==> src/rtl/uart_pkg.sv <==
// Shared constants for the UART packet link (receive-side framer and the
// transmit-side packet builder).
//   - Framer state encoding and the enum built on it.
//   - Default sync byte that marks the start of every frame.
//   - Checksum width and the running-checksum update rule.
package uart_pkg;

  localparam logic [1:0] ST_HUNT_ENC  = 2'd0;
  localparam logic [1:0] ST_TYPE_ENC  = 2'd1;
  localparam logic [1:0] ST_DATA_ENC  = 2'd2;
  localparam logic [1:0] ST_CHECK_ENC = 2'd3;

  typedef enum logic [1:0] {
    S_HUNT  = ST_HUNT_ENC,
    S_TYPE  = ST_TYPE_ENC,
    S_DATA  = ST_DATA_ENC,
    S_CHECK = ST_CHECK_ENC
  } frame_state_e;

  localparam logic [7:0] DEFAULT_SYNC_BYTE = 8'hA5;
  localparam int         CHK_W             = 8;

  // Running checksum: XOR of the type byte and every payload byte.
  function automatic logic [CHK_W-1:0] chk_update(input logic [CHK_W-1:0] acc,
                                                  input logic [7:0]       b);
    return acc ^ b;
  endfunction

endpackage

==> src/rtl/uart_gap_timer.sv <==
// Inter-byte gap timer for the packet framer.
//   clk, reset : system clock, asynchronous active-high reset
//   clear      : restart the count (a byte arrived, or the framer is idle)
//   enable     : count one per clock while a frame is in progress
//   expired    : high during the cycle in which the count sits at
//                TIMEOUT_CYCLES-1 with no clear; the count then restarts
module uart_gap_timer
  import uart_pkg::*;
#(
  parameter int TIMEOUT_CYCLES = 50000
) (
  input  logic clk,
  input  logic reset,
  input  logic clear,
  input  logic enable,
  output logic expired
);

  localparam int            W    = $clog2(TIMEOUT_CYCLES);
  localparam logic [W-1:0]  LAST = W'(TIMEOUT_CYCLES - 1);

  logic [W-1:0] count_q, count_d;

  // A clear in the expiry cycle suppresses the expiry: an arriving byte wins.
  assign expired = enable && !clear && (count_q == LAST);

  always_comb begin
    count_d = count_q;
    if (clear || expired) begin
      count_d = '0;
    end else if (enable) begin
      count_d = count_q + 1'b1;
    end
  end

  // NOTE: sequential state is assigned with <= so every flop samples the
  // pre-edge values; blocking = here would create order-dependent races.
  always_ff @(posedge clk or posedge reset) begin
    if (reset) begin
      count_q <= '0;
    end else begin
      count_q <= count_d;
    end
  end

endmodule

==> src/rtl/uart_packet_decoder.sv <==
// Byte-stream framer behind the UART receiver.
// Frame on the wire: SYNC, TYPE, PAYLOAD_BYTES payload bytes, CHECKSUM,
// where CHECKSUM = TYPE ^ payload bytes (sync excluded).
//   clk, reset    : system clock, asynchronous active-high reset
//   rx_done_tick  : one-cycle strobe, din holds a new byte
//   din           : received byte
//   pkt_valid     : one-cycle pulse, new frame on pkt_type / pkt_data
//   pkt_type      : type byte of the last good frame
//   pkt_data      : payload of the last good frame, first byte in the MSBs
//   chk_err_tick  : one-cycle pulse, checksum mismatch (frame dropped)
//   timeout_tick  : one-cycle pulse, frame abandoned on an inter-byte gap
module uart_packet_decoder
  import uart_pkg::*;
#(
  parameter logic [7:0] SYNC_BYTE      = DEFAULT_SYNC_BYTE,
  parameter int         PAYLOAD_BYTES  = 4,
  parameter int         TIMEOUT_CYCLES = 50000
) (
  input  logic                         clk,
  input  logic                         reset,
  input  logic                         rx_done_tick,
  input  logic [7:0]                   din,
  output logic                         pkt_valid,
  output logic [7:0]                   pkt_type,
  output logic [8*PAYLOAD_BYTES-1:0]   pkt_data,
  output logic                         chk_err_tick,
  output logic                         timeout_tick
);

  localparam int                DATA_W   = 8 * PAYLOAD_BYTES;
  localparam int                CNT_W    = $clog2(PAYLOAD_BYTES + 1);
  localparam logic [CNT_W-1:0]  LAST_IDX = CNT_W'(PAYLOAD_BYTES - 1);

  frame_state_e       state_q, state_d;
  logic [CNT_W-1:0]   cnt_q, cnt_d;
  logic [CHK_W-1:0]   acc_q, acc_d;
  logic [7:0]         type_sh_q, type_sh_d;
  logic [DATA_W-1:0]  data_sh_q, data_sh_d;
  logic [7:0]         pkt_type_q, pkt_type_d;
  logic [DATA_W-1:0]  pkt_data_q, pkt_data_d;
  logic               pkt_valid_q, pkt_valid_d;
  logic               chk_err_q, chk_err_d;
  logic               timeout_q, timeout_d;

  logic gap_expired;

  // The timer only runs while a frame is open and restarts on every byte.
  uart_gap_timer #(
    .TIMEOUT_CYCLES (TIMEOUT_CYCLES)
  ) u_gap_timer (
    .clk     (clk),
    .reset   (reset),
    .clear   (rx_done_tick || (state_q == S_HUNT)),
    .enable  (state_q != S_HUNT),
    .expired (gap_expired)
  );

  // NOTE: every signal gets a default before the case so no path leaves a
  // value unassigned, which would otherwise infer a latch.
  always_comb begin
    state_d     = state_q;
    cnt_d       = cnt_q;
    acc_d       = acc_q;
    type_sh_d   = type_sh_q;
    data_sh_d   = data_sh_q;
    pkt_type_d  = pkt_type_q;
    pkt_data_d  = pkt_data_q;
    pkt_valid_d = 1'b0;
    chk_err_d   = 1'b0;
    timeout_d   = 1'b0;

    if (rx_done_tick) begin
      unique case (state_q)
        S_HUNT: begin
          if (din == SYNC_BYTE) state_d = S_TYPE;
        end
        S_TYPE: begin
          type_sh_d = din;
          acc_d     = din;
          cnt_d     = '0;
          state_d   = S_DATA;
        end
        S_DATA: begin
          // Earlier bytes move toward the MSBs so the first one ends on top.
          data_sh_d = (data_sh_q << 8) | DATA_W'(din);
          acc_d     = chk_update(acc_q, din);
          if (cnt_q == LAST_IDX) begin
            state_d = S_CHECK;
          end else begin
            cnt_d = cnt_q + 1'b1;
          end
        end
        S_CHECK: begin
          if (din == acc_q) begin
            pkt_type_d  = type_sh_q;
            pkt_data_d  = data_sh_q;
            pkt_valid_d = 1'b1;
          end else begin
            chk_err_d = 1'b1;
          end
          state_d = S_HUNT;
        end
        default: state_d = S_HUNT;
      endcase
    end else if (gap_expired) begin
      state_d   = S_HUNT;
      timeout_d = 1'b1;
      cnt_d     = '0;
      acc_d     = '0;
      type_sh_d = '0;
      data_sh_d = '0;
    end
  end

  always_ff @(posedge clk or posedge reset) begin
    if (reset) begin
      state_q     <= S_HUNT;
      cnt_q       <= '0;
      acc_q       <= '0;
      type_sh_q   <= '0;
      data_sh_q   <= '0;
      pkt_type_q  <= '0;
      pkt_data_q  <= '0;
      pkt_valid_q <= 1'b0;
      chk_err_q   <= 1'b0;
      timeout_q   <= 1'b0;
    end else begin
      state_q     <= state_d;
      cnt_q       <= cnt_d;
      acc_q       <= acc_d;
      type_sh_q   <= type_sh_d;
      data_sh_q   <= data_sh_d;
      pkt_type_q  <= pkt_type_d;
      pkt_data_q  <= pkt_data_d;
      pkt_valid_q <= pkt_valid_d;
      chk_err_q   <= chk_err_d;
      timeout_q   <= timeout_d;
    end
  end

  assign pkt_valid    = pkt_valid_q;
  assign pkt_type     = pkt_type_q;
  assign pkt_data     = pkt_data_q;
  assign chk_err_tick = chk_err_q;
  assign timeout_tick = timeout_q;

endmodule

==> config.mk <==
export PLATFORM = sky130hd
export DESIGN_NAME = uart_packet_decoder
export DESIGN_NICKNAME = d
export VERILOG_FILES = /design/src/rtl/uart_pkg.sv /design/src/rtl/uart_gap_timer.sv /design/src/rtl/uart_packet_decoder.sv
export SDC_FILE = /design/constraint.sdc
export NUM_CORES = 1
export LEC_CHECK = 0
export ABC_AREA = 1
export ABC_CLOCK_PERIOD_IN_PS = 4000
export BUFFER_PORTS_ARGS = -buffer_cell sky130_fd_sc_hd__buf_2
export CELL_PAD_IN_SITES_DETAIL_PLACEMENT = 1
export CELL_PAD_IN_SITES_GLOBAL_PLACEMENT = 2
export CORE_AREA = 8 8 101 172
export DETAILED_ROUTE_END_ITERATION = 10
export DIE_AREA = 0 0 109 180
export PLACE_DENSITY_LB_ADDON = 0.15
export SYNTH_ARGS = -nofsm -noshare
export SYNTH_HDL_FRONTEND = slang
export SYNTH_SLANG_ARGS = --single-unit
==> constraint.sdc <==
create_clock -name clk -period 4 [get_ports clk]
set_input_delay 0.2 -clock clk [delete_from_list [all_inputs] [get_ports clk]]
set_output_delay 0.2 -clock clk [all_outputs]
set_load 0.02 [all_outputs]
==> results.cfg <==
[sta]
rsz0062_at_grt = false
max_freq_mhz = 439
timing.hold.ws_ns = 0.00629
drv_slew = 0
setup_viol = 0
skew_ns = 0.0126
post-route-period-util_pct = 56.9
hold_viol_final = 0
tightest_slew_ns = 0.872
fin_crit_ns = 2.28
finalWorstSetupSlack_ns = 1.72
tns_ns = 0
max-slew-margin-rel_pct = 41.8

[logic_synthesis]
synth_top_family_by_area = simple AND/OR/NAND/NOR gates
synth-seq-cells = 112
async_flop_share_pct = 100
synth.area.mux_share_pct = 0
seq_area_frac_synth_pct = 54.4
synthDistinctLibCells = 26
syn_area_sq_um = 5150
yosysMostFrequentCell = nand2_1
synth-adder-area-share_pct = 1.70
synth_edf_count = 0
synth_compound_area_share_pct = 1.63
yosys.area_share.simple_pct = 33.7
synth_top_area_share_pct = 54.4
avgSynthCellArea_sq_um = 8.23
synth-xor-area-share_pct = 2.55
synthTopCellsByCount = 276 x nand2_1, 112 x dfrtp_1, 44 x nand4_1
synth_cells = 626
synth_fp_nets = 644
yosys_warnings = 0
synth_top_flop_cell = dfrtp_1
yosysTopAreaCell = dfrtp_1
synthTopCellsByArea = dfrtp_1 54%, nand2_1 20%, nand4_1 5.3%

[clock_tree]
cts_root_buf = clkbuf_16
htreeDepth = 3
cts_resized = 0
cts_made_buffers = 9
clockBufferDepth = 2
cts_tree = built
clkLatencyLatePin_ns = 0.35
clock_sinks = 112
cts_hold_buf = 0
cts_setup_buffers = 0
clk_pin_slew_ns = 0.08

[worst_setup_path]
critPathLaunchType = flop
crit_fanout = 25
r2r_slack_ns = 1.72
critPathKind = flop to flop
crit_family = simple AND/OR/NAND/NOR gates
worst-path-buf-inv = 3
cp_cell_sequence = inv_1, ha_1, nand2_1, inv_2, nand2_1, nand2_1, inv_2, nand2_1, nand2_1, nand2_1
crit_cells = 10
crit_top_cell = nand2_1
crit_path_end_kind = flop
r2r_cells = 10
slowest_stage = inv_2
required_ns = 4.28
max_stage_delay_ns = 0.45
cp.arrival_ns = 2.56

[place]
dp_hpwl_um = 10100
gp_congestion = 0.773
pre_cts_slack_ns = 1.69
io_buffers = 53

[detailed_routing]
final_antenna_net_count = 0
drt_iter0_drc = 118
via_per_inst = 4.87
drt-total-wl_um = 13800
firstDrtPassIters = 4
num_vias = 4189
wl_per_cell_um = 16.0
drc = 0

[floorplanning]
dieArea_sq_um = 19600
row_count = 60
initial_utilization_pct = 34.2
core_sq_um = 15100
fp.dieW_um = 109
ioPinCount = 54
die_y_um = 180

[flow_run]
cap_violations = 0

[grt]
met1_usage_pct = 16.0
grt.overflow.total = 0
use_met3_pct = 2.47
grt_pass1_vias = 4544
grt_usage_pct = 14.9
grt_use_met2_pct = 27.7
grt-busiest-layer = met2
grt_antenna_before_repair = 0
grt_max_degree = 61
grt_pass1_wl_um = 23200

[final_layout]
drive_above_1_share_pct = 13.3
n_antenna_cell = 0
nNetsFinal = 688
synthToLayoutAreaGrowth_pct = 14.3
fillers = 1851

[pwr]
leakage_nw = 3.27
ir_worst_vdd_mv = 0.214
powerDensity_nw_per_um2 = 522

[run_status]
outcome = finished clean

[worst_hold_path]
hold_class = primary input to async pin
power by group:
| group | internal, mW | switching, mW |
|---|---|---|
| clock | 0.576 | 0.445 |
| sequential | 1.31 | 0.135 |
| combinational | 0.184 | 0.430 |
stage by stage:
stage               total power, mW  area [sq um]  std cells  util, %
finish                         3.08          5890        861     39.0
global route                   3.26          5890        861     39.0
CTS                            3.12          5890        861     39.0
detailed placement             2.09          5550        845     36.8
global placement               2.06          5550        845     36.8
floorplan                      1.92          5150        626        -
final cells by class:
| cell class | count | area, sq um | share of cell area [%] |
|---|---|---|---|
| multi-input cells | 445 | 2040 | 34.6 |
| well taps | 186 | 233 | 3.95 |
| clock buffers | 10 | 239 | 4.06 |
| clock inverters | 6 | 101 | 1.72 |
| repair buffers | 59 | 310 | 5.27 |
| flip-flops and latches | 112 | 2800 | 47.6 |
| inverters | 43 | 164 | 2.78 |
flip-flops by register name, summed over array words and instances (netlist names):
signal               flops
acc_q                    8
chk_err_tick             1
cnt_q                    3
data_sh_q               32
pkt_data                32
pkt_type                 8
pkt_valid                1
state_q                  2
timeout_tick             1
type_sh_q                8
u_gap_timer.count_q     16
placed cells by master (no fill, tap or decap), types with 6 or more instances in the layout:
cell type and count:
nand2_1 276, nand4_1 44, ha_1 7, xor2_1 7, clkbuf_16 9, dfrtp_1 112, nor2_1 41, o21ai_0 7
nand3_1 34, inv_1 38, buf_4 6, xnor2_1 8, buf_2 53
logic make-up (layout without fill, tap and decap cells):
family                     Yosys count  after routing
AOI/OAI and AO/OA                   15             15
buffers and inverters               69            118
and+or+nand+nor                    408            408
xor gates and xnor gates            15             15
adders and majority gates            7              7
DFF                                112            112
worst paths after layout:
check,end,startpoint
max in group asynchronous,data_sh_q[19]$_DFFE_PP0P_,reset
worst min-delay path,cnt_q[2]$_DFFE_PP0P_,reset
worst max register to register,cnt_q[0]$_DFFE_PP0P_,state_q[0]$_DFFE_PP0P_
worst max-delay path,cnt_q[0]$_DFFE_PP0P_,state_q[0]$_DFFE_PP0P_
worst min register to register,pkt_type[6]$_DFFE_PP0P_,pkt_type[6]$_DFFE_PP0P_
min in group clk,data_sh_q[4]$_DFFE_PP0P_,din[4]
routing by layer:
| metal | vias up | part of all wire, % |
|---|---|---|
| met5 | - | 0 |
| met1 | 2065 | 39 |
| li1 | 2070 | - |
| met3 | 12 | 2.8 |
| met2 | 42 | 56 |
| met4 | 0 | 2.1 |
Note: power is estimated with default switching activity, not from simulation.
